==> src/rtl/stereo_pkg.sv <==
// Shared constants, FSM encoding and address-tag type for the stereo disparity scanner.
// Constants only: no logic, no latency, no backpressure.
package stereo_pkg;

  localparam int WIN_W  = 79;
  localparam int WIN_H  = 16;
  localparam int DEPTH  = 1264;
  localparam int DISP_W = 12;
  localparam int ADDR_W = 11;
  localparam int COL_W  = 7;
  localparam int ROW_W  = 4;
  localparam int CNT_W  = 5;
  localparam int PIX_W  = 3;

  typedef enum logic [1:0] {
    IDLE  = 2'd0,
    SCAN  = 2'd1,
    DRAIN = 2'd2,
    DONE  = 2'd3
  } state_t;

  typedef struct packed {
    logic             vld;
    logic [COL_W-1:0] col;
    logic [ROW_W-1:0] row;
  } tag_t;

  function automatic logic signed [DISP_W-1:0] disparity(input logic [COL_W-1:0] cl,
                                                         input logic [COL_W-1:0] cr);
    return $signed({{(DISP_W-COL_W){1'b0}}, cl}) - $signed({{(DISP_W-COL_W){1'b0}}, cr});
  endfunction

endpackage

==> src/rtl/marker_find.sv <==
// First-marker latch for one camera within the current row; found_o/col_o already include
// the sample presented this cycle, so a marker in the last column still counts.
module marker_find
  import stereo_pkg::*;
#(
  parameter logic [PIX_W-1:0] THRESH = 3'd4
) (
  input  logic             sysclk,
  input  logic             rst_n,
  input  logic             clr_i,
  input  logic             vld_i,
  input  logic             last_i,
  input  logic [COL_W-1:0] col_i,
  input  logic [PIX_W-1:0] q_i,
  output logic             found_o,
  output logic [COL_W-1:0] col_o
);

  logic             found_q, found_d;
  logic [COL_W-1:0] col_q, col_d;
  logic             hit;

  always_comb begin
    hit     = vld_i && (q_i >= THRESH);
    found_o = found_q || hit;
    col_o   = found_q ? col_q : col_i;
    found_d = found_q;
    col_d   = col_q;
    if (clr_i) begin
      found_d = 1'b0;
      col_d   = '0;
    end else if (vld_i && last_i) begin
      // Row closes here; the top consumes found_o/col_o this same cycle.
      found_d = 1'b0;
    end else if (hit && !found_q) begin
      found_d = 1'b1;
      col_d   = col_i;
    end
  end

  always_ff @(posedge sysclk or negedge rst_n) begin
    if (!rst_n) begin
      found_q <= 1'b0;
      col_q   <= '0;
    end else begin
      found_q <= found_d;
      col_q   <= col_d;
    end
  end

endmodule

==> src/rtl/stereo_disparity.sv <==
// Scans both calc RAMs once per start, pairing each read sample with its column/row tag,
// and accumulates the signed per-row marker disparity; done arrives DEPTH+RD_LAT cycles after start.
module stereo_disparity #(
  parameter int         RD_LAT   = 2,
  parameter logic [2:0] THRESH   = 3'd4,
  parameter int         MIN_ROWS = 8,
  parameter int         WIN_W    = stereo_pkg::WIN_W,
  parameter int         WIN_H    = stereo_pkg::WIN_H,
  parameter int         DEPTH    = stereo_pkg::DEPTH
) (
  input  logic        sysclk,
  input  logic        rst_n,
  input  logic        start,
  output logic [10:0] rdaddr,
  input  logic [2:0]  q_l,
  input  logic [2:0]  q_r,
  output logic        busy,
  output logic        done,
  output logic [11:0] disp_sum,
  output logic [4:0]  row_cnt,
  output logic        disp_valid
);
  import stereo_pkg::*;

  state_t                   state_q, state_d;
  logic [ADDR_W-1:0]        addr_q, addr_d;
  logic [COL_W-1:0]         col_q, col_d;
  logic [ROW_W-1:0]         row_q, row_d;
  logic [7:0]               drain_q, drain_d;
  logic signed [DISP_W-1:0] sum_q, sum_d;
  logic [CNT_W-1:0]         cnt_q, cnt_d;
  logic                     valid_q, valid_d;
  logic                     start_acc;
  tag_t                     issue;
  tag_t                     pipe_q [RD_LAT];
  tag_t                     smp;
  logic                     smp_last;
  logic                     found_l, found_r;
  logic [COL_W-1:0]         col_l, col_r;

  // Tag of the sample whose RAM data is on q_l/q_r this cycle.
  assign smp      = pipe_q[RD_LAT-1];
  assign smp_last = smp.vld && (smp.col == COL_W'(WIN_W-1));

  marker_find #(.THRESH(THRESH)) u_find_l (
    .sysclk(sysclk), .rst_n(rst_n), .clr_i(start_acc), .vld_i(smp.vld), .last_i(smp_last),
    .col_i(smp.col), .q_i(q_l), .found_o(found_l), .col_o(col_l)
  );

  marker_find #(.THRESH(THRESH)) u_find_r (
    .sysclk(sysclk), .rst_n(rst_n), .clr_i(start_acc), .vld_i(smp.vld), .last_i(smp_last),
    .col_i(smp.col), .q_i(q_r), .found_o(found_r), .col_o(col_r)
  );

  always_comb begin
    state_d   = state_q;
    addr_d    = addr_q;
    col_d     = col_q;
    row_d     = row_q;
    drain_d   = drain_q;
    sum_d     = sum_q;
    cnt_d     = cnt_q;
    valid_d   = valid_q;
    start_acc = 1'b0;
    issue     = '0;
    case (state_q)
      IDLE: begin
        if (start) begin
          state_d   = SCAN;
          start_acc = 1'b1;
          addr_d    = '0;
          col_d     = '0;
          row_d     = '0;
        end
      end
      SCAN: begin
        issue.vld = 1'b1;
        issue.col = col_q;
        issue.row = row_q;
        if (addr_q == ADDR_W'(DEPTH-1)) begin
          state_d = DRAIN;
          addr_d  = '0;
          col_d   = '0;
          row_d   = '0;
          drain_d = '0;
        end else begin
          addr_d = addr_q + 1'b1;
          if (col_q == COL_W'(WIN_W-1)) begin
            col_d = '0;
            row_d = row_q + 1'b1;
          end else begin
            col_d = col_q + 1'b1;
          end
        end
      end
      DRAIN: begin
        if (drain_q == 8'(RD_LAT-1)) state_d = DONE;
        else                         drain_d = drain_q + 1'b1;
      end
      DONE:    state_d = IDLE;
      default: state_d = IDLE;
    endcase

    if (start_acc) begin
      sum_d   = '0;
      cnt_d   = '0;
      valid_d = 1'b0;
    end else if (smp_last) begin
      if (found_l && found_r) begin
        sum_d = sum_q + disparity(col_l, col_r);
        cnt_d = cnt_q + 1'b1;
      end
      // Final row of the window lands on the same edge that enters DONE.
      if (smp.row == ROW_W'(WIN_H-1)) valid_d = (cnt_d >= CNT_W'(MIN_ROWS));
    end
  end

  always_ff @(posedge sysclk or negedge rst_n) begin
    if (!rst_n) begin
      state_q <= IDLE;
      addr_q  <= '0;
      col_q   <= '0;
      row_q   <= '0;
      drain_q <= '0;
      sum_q   <= '0;
      cnt_q   <= '0;
      valid_q <= 1'b0;
      for (int i = 0; i < RD_LAT; i++) pipe_q[i] <= '0;
    end else begin
      state_q   <= state_d;
      addr_q    <= addr_d;
      col_q     <= col_d;
      row_q     <= row_d;
      drain_q   <= drain_d;
      sum_q     <= sum_d;
      cnt_q     <= cnt_d;
      valid_q   <= valid_d;
      pipe_q[0] <= issue;
      for (int i = 1; i < RD_LAT; i++) pipe_q[i] <= pipe_q[i-1];
    end
  end

  assign rdaddr     = addr_q;
  assign busy       = (state_q != IDLE);
  assign done       = (state_q == DONE);
  assign disp_sum   = sum_q;
  assign row_cnt    = cnt_q;
  assign disp_valid = valid_q;

endmodule

==> config.mk <==
export PLATFORM = sky130hd
export DESIGN_NAME = stereo_disparity
export DESIGN_NICKNAME = d
export VERILOG_FILES = /design/src/rtl/stereo_pkg.sv /design/src/rtl/marker_find.sv /design/src/rtl/stereo_disparity.sv
export SDC_FILE = /design/constraint.sdc
export NUM_CORES = 1
export LEC_CHECK = 0
export CAP_MARGIN = 15
export CORE_UTILIZATION = 42
export DETAILED_ROUTE_END_ITERATION = 7
export GPL_TIMING_DRIVEN = 0
export PLACE_DENSITY = 0.59
export SYNTH_ARGS = -nofsm -noshare
export SYNTH_HDL_FRONTEND = slang
export SYNTH_HIERARCHICAL = 1
export SYNTH_SLANG_ARGS = --single-unit
==> constraint.sdc <==
create_clock -name sysclk -period 4 [get_ports sysclk]
set_clock_uncertainty 0.05 [all_clocks]
set_input_delay 1.2 -clock sysclk [delete_from_list [all_inputs] [get_ports sysclk]]
set_output_delay 1.2 -clock sysclk [all_outputs]
set_load 0.05 [all_outputs]
==> metrics.json, run 1 <==
{
  "worst_r2r_path_cells": 17,
  "grt_use_met3_pct": 2.79,
  "floorplan.die_area_um2": 12300,
  "drc": 4,
  "diodes": 0,
  "clk_pin_slew_ns": 0.07,
  "drt_wl_total_um": 10500,
  "horizontal_die_dimension_um": 111,
  "ys_seq_area_share_pct": 45.0,
  "hp-start": "pipe_q[12]",
  "post_synth_xor_area_fraction_pct": 5.60,
  "syn_inst": 502,
  "utilization_pct": 51.3,
  "gr-max-usage-layer": "met2",
  "grt_antenna_before_repair": 0,
  "grt_setup_unrepaired": "no",
  "post_route_cells_drive_above_1_share_pct": 11.1,
  "gp_congestion": 0.798,
  "holdPathStages": 0,
  "ant_nets": 0,
  "detailedRoute.firstPassIterationCount": 6,
  "p_per_area_nw_per_um2": 355,
  "placement.cell_area_um2": 5560,
  "area_growth_syn_to_layout_pct": 18.1,
  "worst_hold_path_class": "reg -> reg",
  "cts-buffers-inserted": 9,
  "clk_root_buffer_cell": "sky130_fd_sc_hd__clkbuf_16",
  "detail_route.vias_per_cell": 5.31,
  "route.vias.total": 3723,
  "p_leak_nw": 2.72,
  "global_route_met1_usage_pct": 24.5,
  "cts_htree_levels": 3,
  "clkLatencyLatePin_ns": 0.34,
  "synth_cell_types": 52,
  "max_freq_ghz": 0.268,
  "port-buffer-count": 35,
  "preCtsSetupSlack_ns": -0.000137,
  "hold_viol": 0,
  "setup-tns-final_ns": 0,
  "rr_startpoint": "u_find_r/found_q",
  "synth_compound_area_share_pct": 14.3,
  "finalMaxSlewViolations": 0,
  "timing.setup.critical_path_class": "reg -> reg",
  "grt.total_usage_pct": 18.5,
  "failed_checks": "DRC",
  "detailedPlacementHpwl_um": 7580,
  "grt.met2_usage_pct": 29.5,
  "worst_pin_slew_ns": 0.992,
  "synth.cell_area_um2": 5000,
  "finalInstanceArea_um2": 5910,
  "grt_pass1_vias": 3756,
  "maximum_number_of_pins_on_one_net_before_global_route_repair": 72,
  "fin_ws_ns": 0.263,
  "total_number_of_nets_in_the_final_design": 595,
  "yosys-mux-area-fraction_pct": 1.10,
  "num_io_pins": 40,
  "regToRegSetupSlack_ns": 0.26,
  "tritoncts_num_sinks": 90,
  "route.detailed.wl_per_inst_um": 15.0,
  "hold-path-endpoint": "pipe_q[0]",
  "syn-num-nets": 544,
  "start_util_pct": 43.4,
  "register_bit_total_from_synthesis": 90,
  "reg2reg_to": "disp_sum[11]",
  "rows": 39,
  "initialDrtViolationCount": 130,
  "yosys.area.top_type": "sky130_fd_sc_hd__dfrtp_1",
  "drv_cap": 0,
  "netlist.area_leader.share_pct": 45.0,
  "ir_drop_mv": 0.238,
  "synthesis.yosys.warnings": 6,
  "global_route_wire_length_before_repair_um": 18100,
  "ys_dominant_reg_cell": "sky130_fd_sc_hd__dfrtp_1",
  "layout_worst_path_cycle_share_pct": 93.4,
  "critical_path.max_fanout": 10,
  "synth_top_family_by_area": "simple AND/OR/NAND/NOR gates",
  "yosysMostFrequentCell": "sky130_fd_sc_hd__dfrtp_1",
  "globalRoute.totalOverflow": 0,
  "run_status": "complete, but fails checks",
  "cts_tree": "done",
  "fraction_of_synthesis_flops_using_an_asynchronous_set_or_reset_pin_pct": 100,
  "setup.worst_path.start_class": "flip-flop",
  "post_synth_main_area_contributors": "sky130_fd_sc_hd__dfrtp_1 (45%), sky130_fd_sc_hd__ha_1 (7.8%), sky130_fd_sc_hd__nand2_1 (5.6%)",
  "synth_enable_flop_cells": 0,
  "area_fraction_in_and_or_nand_and_nor_cells_after_synthesis_pct": 20.5,
  "synth_adder_area_share_pct": 8.56,
  "die_h_um": 111,
  "maxSlewHeadroom_pct": 33.2,
  "cp.arrival_ns": 3.92,
  "finalSetupViolCount": 0,
  "core_region_area_um2": 11500,
  "timing.critical_path.required_ns": 4.18,
  "synth.cells.most_frequent": "sky130_fd_sc_hd__dfrtp_1 (90), sky130_fd_sc_hd__nand2_1 (75), sky130_fd_sc_hd__inv_1 (38)",
  "clock_tree.buffer_depth": 2,
  "period_minus_slack_ns": 3.74,
  "crit_path_end_kind": "flip-flop",
  "synth.avg_cell_area_um2": 9.96,
  "cts_hold_buf": 0
}
[state kept, by name, summed over array words and instances (netlist names), 2 cells and up]
register / flops
disp_sum: 12
row_q: 4
rdaddr: 11
u_find_l/col_q: 7
drain_q: 8
pipe_q: 24
state_q: 2
u_find_r/col_q: 7
col_q: 7
row_cnt: 5
[metal layers]
metal  vias to the layer above  share of wire [%]
met5                         -                  0
met4                         0                2.6
met3                        21                2.3
met2                        59                 47
met1                      1819                 48
li1                       1824                  -
[per-stage QoR]
stage | power, mW | hold slack, ns | instances
finish | 2.10 | 0.298 | 701
CTS | 2.11 | 0.300 | 698
global placement | 1.21 | 0.282 | 680
global route | 2.21 | 0.305 | 701
floorplan | 1.15 | 0.281 | 502
detailed placement | 1.22 | 0.285 | 682
[layout make-up]
type | count | area, um2
timing repair buffer | 40 | 403
clock inverter | 7 | 81.3
clock buffer | 9 | 225
buffer | 14 | 109
sequential | 90 | 2250
inverter | 38 | 143
multi-input combinational | 360 | 2510
tap | 143 | 179
fill | 1092 | 5610
[worst max-delay path, cell delays in order, from the launching register on]
cell                       delay (ns)
sky130_fd_sc_hd__dfrtp_1         0.42
sky130_fd_sc_hd__buf_4           0.18
sky130_fd_sc_hd__nand2b_1        0.17
sky130_fd_sc_hd__nand2_1         0.10
sky130_fd_sc_hd__ha_1            0.17
sky130_fd_sc_hd__inv_1           0.06
sky130_fd_sc_hd__fa_2            0.34
sky130_fd_sc_hd__a21o_1          0.17
sky130_fd_sc_hd__a21oi_2         0.17
sky130_fd_sc_hd__o21bai_1        0.08
sky130_fd_sc_hd__a21oi_1         0.15
sky130_fd_sc_hd__xnor2_1         0.14
sky130_fd_sc_hd__ha_2            0.33
sky130_fd_sc_hd__a21o_1          0.19
sky130_fd_sc_hd__o2111a_1        0.27
sky130_fd_sc_hd__o21ai_2         0.14
sky130_fd_sc_hd__mux2_2          0.35
sky130_fd_sc_hd__mux2i_1         0.12
[layout by cell type, fill, tap and decap left out, types with 2 or more instances in the layout]
| master | netlist | final |
|---|---|---|
| sky130_fd_sc_hd__or2_2 | 2 | 2 |
| sky130_fd_sc_hd__inv_6 | 0 | 4 |
| sky130_fd_sc_hd__nand2_1 | 75 | 75 |
| sky130_fd_sc_hd__mux2_2 | 4 | 4 |
| sky130_fd_sc_hd__and3_1 | 4 | 4 |
| sky130_fd_sc_hd__clkbuf_1 | 5 | 5 |
| sky130_fd_sc_hd__and4bb_4 | 2 | 2 |
| sky130_fd_sc_hd__o21ai_0 | 18 | 17 |
| sky130_fd_sc_hd__buf_2 | 3 | 2 |
| sky130_fd_sc_hd__nand4bb_4 | 2 | 2 |
| sky130_fd_sc_hd__a21o_1 | 8 | 8 |
| sky130_fd_sc_hd__or3_1 | 5 | 5 |
| sky130_fd_sc_hd__a211oi_1 | 3 | 3 |
| sky130_fd_sc_hd__nand3_1 | 16 | 16 |
| sky130_fd_sc_hd__o32ai_2 | 14 | 14 |
| sky130_fd_sc_hd__xnor2_1 | 16 | 16 |
| sky130_fd_sc_hd__o211ai_1 | 3 | 3 |
| sky130_fd_sc_hd__dfrtp_1 | 90 | 90 |
| sky130_fd_sc_hd__clkbuf_16 | 0 | 9 |
| sky130_fd_sc_hd__nor3_1 | 7 | 7 |
| sky130_fd_sc_hd__inv_1 | 38 | 38 |
| sky130_fd_sc_hd__clkdlybuf4s50_1 | 0 | 34 |
| sky130_fd_sc_hd__xor2_1 | 16 | 16 |
| sky130_fd_sc_hd__o21a_1 | 3 | 3 |
| sky130_fd_sc_hd__nor2b_1 | 4 | 4 |
| sky130_fd_sc_hd__buf_4 | 0 | 6 |
| sky130_fd_sc_hd__nor2_1 | 33 | 33 |
| sky130_fd_sc_hd__ha_1 | 31 | 30 |
| sky130_fd_sc_hd__nand2b_1 | 18 | 18 |
| sky130_fd_sc_hd__buf_6 | 5 | 5 |
| sky130_fd_sc_hd__o31ai_1 | 3 | 3 |
| sky130_fd_sc_hd__nand4_1 | 6 | 6 |
| sky130_fd_sc_hd__and2_1 | 15 | 15 |
| sky130_fd_sc_hd__nor4_1 | 3 | 3 |
| sky130_fd_sc_hd__a21oi_1 | 28 | 27 |
[how the worst max path moves through the flow]
stage | startpoint | endpoint | slack, ns | depth (start not counted)
floorplan | u_find_l/found_q | disp_sum[11] | 0.39 | 18
global placement | rst_n | row_cnt[1] | -1.76 | 1
detailed placement | u_find_l/found_q | disp_sum[11] | -0.0001 | 18
CTS | u_find_r/found_q | disp_sum[11] | 0.009 | 17
global route | u_find_r/found_q | disp_sum[11] | 0.005 | 17
finish | u_find_r/found_q | disp_sum[11] | 0.26 | 17
[where the power goes]
part	switching (mW)	internal (mW)	total, mW
registers	0.00742	0.923	0.931
clock network	0.388	0.495	0.882
logic	0.154	0.130	0.284
[logic make-up after synthesis]
logic type | after synthesis
multiplexers | 5
AO/OA/AOI/OAI | 91
XOR/XNOR | 32
adder cells (fa/ha/maj) | 33
AND/OR/NAND/NOR | 199
buffers and inverters | 52
flip-flops | 90
[timing repair]
action	CTS	global route
pin swaps	0	3
buffers inserted	0	3
gates resized for setup	1	7
setup endpoints to repair	1	4
Power figures use the tool's default switching activity.
==> run 2: changes to the inputs <==
--- a/config.mk
+++ b/config.mk
@@ -6,10 +6,13 @@
 export NUM_CORES = 1
 export LEC_CHECK = 0
 export CAP_MARGIN = 15
+export CELL_PAD_IN_SITES_DETAIL_PLACEMENT = 1
+export CELL_PAD_IN_SITES_GLOBAL_PLACEMENT = 1
 export CORE_UTILIZATION = 42
+export CTS_CLUSTER_DIAMETER = 60
 export DETAILED_ROUTE_END_ITERATION = 7
 export GPL_TIMING_DRIVEN = 0
-export PLACE_DENSITY = 0.59
+export PLACE_DENSITY = 0.72
 export SYNTH_ARGS = -nofsm -noshare
 export SYNTH_HDL_FRONTEND = slang
 export SYNTH_HIERARCHICAL = 1
==> run 2 against run 1 <==
- the flow still finishes with violations (DRC)
- critical path depth did not move
- cell count stayed put
- highest routed layer unchanged
- first-iteration DRC count fell by 33%
- maximum frequency down 0.34%
- power grew 1.8%
- die area unchanged
- flip-flop and latch count is the same
- sequential power about the same
- design area grew 0.36%
- register-to-register slack about the same
- largest cell class unchanged
==> metrics.json, run 2 (synthesized netlist as in run 1, its figures left out) <==
{
  "p_switching_mw": 0.529,
  "power_report.internal_total_mw": 1.60,
  "initialDrtViolationCount": 87,
  "placedCellCount": 681,
  "maxSlewHeadroom_pct": 34.7,
  "preCtsSetupSlack_ns": -0.0972,
  "max_freq_ghz": 0.267,
  "fin_ws_ns": 0.250,
  "p_leak_nw": 2.72,
  "route.detailed.wl_per_inst_um": 17.0,
  "grt_pass1_vias": 4168,
  "global_route_wire_length_before_repair_um": 21100,
  "hp-start": "pipe_q[15]",
  "core_region_area_um2": 11500,
  "drv_cap": 0,
  "power.switching_fraction_pct": 24.8,
  "cts-buffers-inserted": 9,
  "grt_setup_unrepaired": "no",
  "period_minus_slack_ns": 3.75,
  "die_h_um": 111,
  "critical_path.max_fanout": 10,
  "regToRegSetupSlack_ns": 0.25,
  "diodes": 0,
  "worst_r2r_path_cells": 17,
  "hold_viol": 0,
  "setup-tns-final_ns": 0,
  "timing.setup.critical_path_class": "reg -> reg",
  "finalSetupViolCount": 0,
  "run_status": "complete, but fails checks",
  "clkLatencyLatePin_ns": 0.34,
  "gp_congestion": 0.814,
  "worst_hold_path_class": "reg -> reg",
  "cts_htree_levels": 3,
  "total_number_of_nets_in_the_final_design": 596,
  "area_growth_syn_to_layout_pct": 18.5,
  "finalMaxSlewViolations": 0,
  "clock_power_share_pct": 42.4,
  "clock_tree.buffer_depth": 2,
  "clk_root_buffer_cell": "sky130_fd_sc_hd__clkbuf_16",
  "final_hold_slack_ns": 0.300,
  "seq_power_share_pct": 43.6,
  "most-common-layout-cells": "sky130_fd_sc_hd__dfrtp_1 (90), sky130_fd_sc_hd__nand2_1 (75), sky130_fd_sc_hd__inv_1 (38), sky130_fd_sc_hd__clkdlybuf4s50_1 (34), sky130_fd_sc_hd__nor2_1 (33)",
  "ir_drop_mv": 0.201,
  "start_util_pct": 43.4,
  "globalRoute.totalOverflow": 0,
  "floorplan.die_area_um2": 12300,
  "holdPathStages": 0,
  "path_delay_family": "compound AO/OA/AOI/OAI gates",
  "layout.cells.most_common": "sky130_fd_sc_hd__dfrtp_1",
  "worst_pin_slew_ns": 0.971,
  "p_per_area_nw_per_um2": 360,
  "crit_path_end_kind": "flip-flop",
  "tritoncts_num_sinks": 90,
  "crit_path_max_incr_delay_ns": 0.40,
  "drt_wl_total_um": 11900,
  "comb_power_share_pct": 14.0,
  "detailedPlacementHpwl_um": 8630,
  "path_cells": "buf_4 > nand2b_1 > nand2_1 > ha_2 > inv_1 > fa_2 > a21o_1 > a21oi_2 > o21bai_1 > a21oi_1 > xnor2_1 > ha_1 > a21o_1 > o2111a_1 > o21ai_1 > mux2_2 > mux2i_1",
  "detail_route.vias_per_cell": 5.39,
  "horizontal_die_dimension_um": 111,
  "route.vias.total": 3781,
  "grt.total_usage_pct": 21.8,
  "grt_antenna_before_repair": 0,
  "num-fill-cells": 1295,
  "fin_cells": 701,
  "clk_pin_slew_ns": 0.06,
  "rr_startpoint": "u_find_r/found_q",
  "failed_checks": "DRC",
  "ant_nets": 0,
  "worst-path-buf-inv": 2,
  "layout_worst_path_cycle_share_pct": 93.7,
  "reg2reg_to": "disp_sum[11]",
  "drc": 4,
  "flip_flop_count_of_the_largest_register_all_copies_and_words_added": 24,
  "cts_tree": "done",
  "post_route_cells_drive_above_1_share_pct": 11.1,
  "detailedRoute.firstPassIterationCount": 6,
  "port-buffer-count": 35,
  "num_io_pins": 40,
  "cp.arrival_ns": 3.93,
  "crit_slowest_cell": "sky130_fd_sc_hd__dfrtp_1",
  "maximum_number_of_pins_on_one_net_before_global_route_repair": 53,
  "timing.critical_path.required_ns": 4.18,
  "cpMostUsedCell": "sky130_fd_sc_hd__a21o_1",
  "setup.worst_path.start_class": "flip-flop",
  "largest_register": "pipe_q",
  "rows": 39,
  "hold-path-endpoint": "pipe_q[3]"
}
[run 2: cell count changes in the layout (fill, tap and decap cells not counted), sizes merged]
cell / change
inv: -4
buf: +1
bufinv: +1
clkbuf: +1
clkinvlp: +1
[run 2: worst max-delay path by stage]
| stage | start | to | slack (ns) | cells past startpoint |
|---|---|---|---|---|
| final | u_find_r/found_q | disp_sum[11] | 0.25 | 17 |
| after detailed placement | u_find_l/found_q | disp_sum[11] | -0.1 | 18 |
| after global routing | u_find_r/found_q | disp_sum[11] | 0.001 | 17 |
| after CTS | u_find_r/found_q | disp_sum[11] | 0.03 | 17 |
| after floorplan | u_find_l/found_q | disp_sum[11] | 0.39 | 18 |
| after global placement | rst_n | row_cnt[1] | -1.77 | 1 |
[run 2: what timing repair did]
item,CTS,global route
hold buffers,0,0
pin swaps,1,4
setup buffers,2,3
gates cloned,0,0
setup endpoints to repair,1,4
resized for setup,2,8
[run 2: power groups by stage]
stage	Clock [mW]	Combinational, mW	Sequential [mW]
6_report	0.904	0.299	0.931
3_5_place_dp	0	0.284	0.948
2_1_floorplan	0	0.207	0.946
3_3_place_gp	0	0.269	0.947
4_1_cts	0.925	0.298	0.931
5_1_grt	0.962	0.337	0.932
[run 2: final cells by class]
| type | instances | area [um2] | share of cell area, % |
|---|---|---|---|
| clock inverter | 5 | 80.1 | 1.35 |
| inverter | 38 | 143 | 2.41 |
| timing repair buffer | 41 | 413 | 6.96 |
| buffer | 14 | 113 | 1.90 |
| tap | 143 | 179 | 3.02 |
| multi-input combinational | 360 | 2520 | 42.5 |
| sequential | 90 | 2250 | 38.0 |
| clock buffer | 10 | 229 | 3.86 |
[run 2: per-stage QoR]
stage	total power [mW]	instance area [um2]	utilization, %
floorplan	1.15	5000	-
global placement	1.22	5530	48.0
detailed placement	1.23	5560	48.3
CTS	2.15	5890	51.2
global route	2.23	5930	51.5
finish	2.13	5930	51.5
[run 2: metal layers]
layer / global-route usage, % / part of all wire [%] / wire length (um)
met5: 0 / 0 / 0
met2: 37.1 / 50 / 6010
met1: 28.5 / 46 / 5530
met3: 3.28 / 1.6 / 196
met4: 7.30 / 1.5 / 180
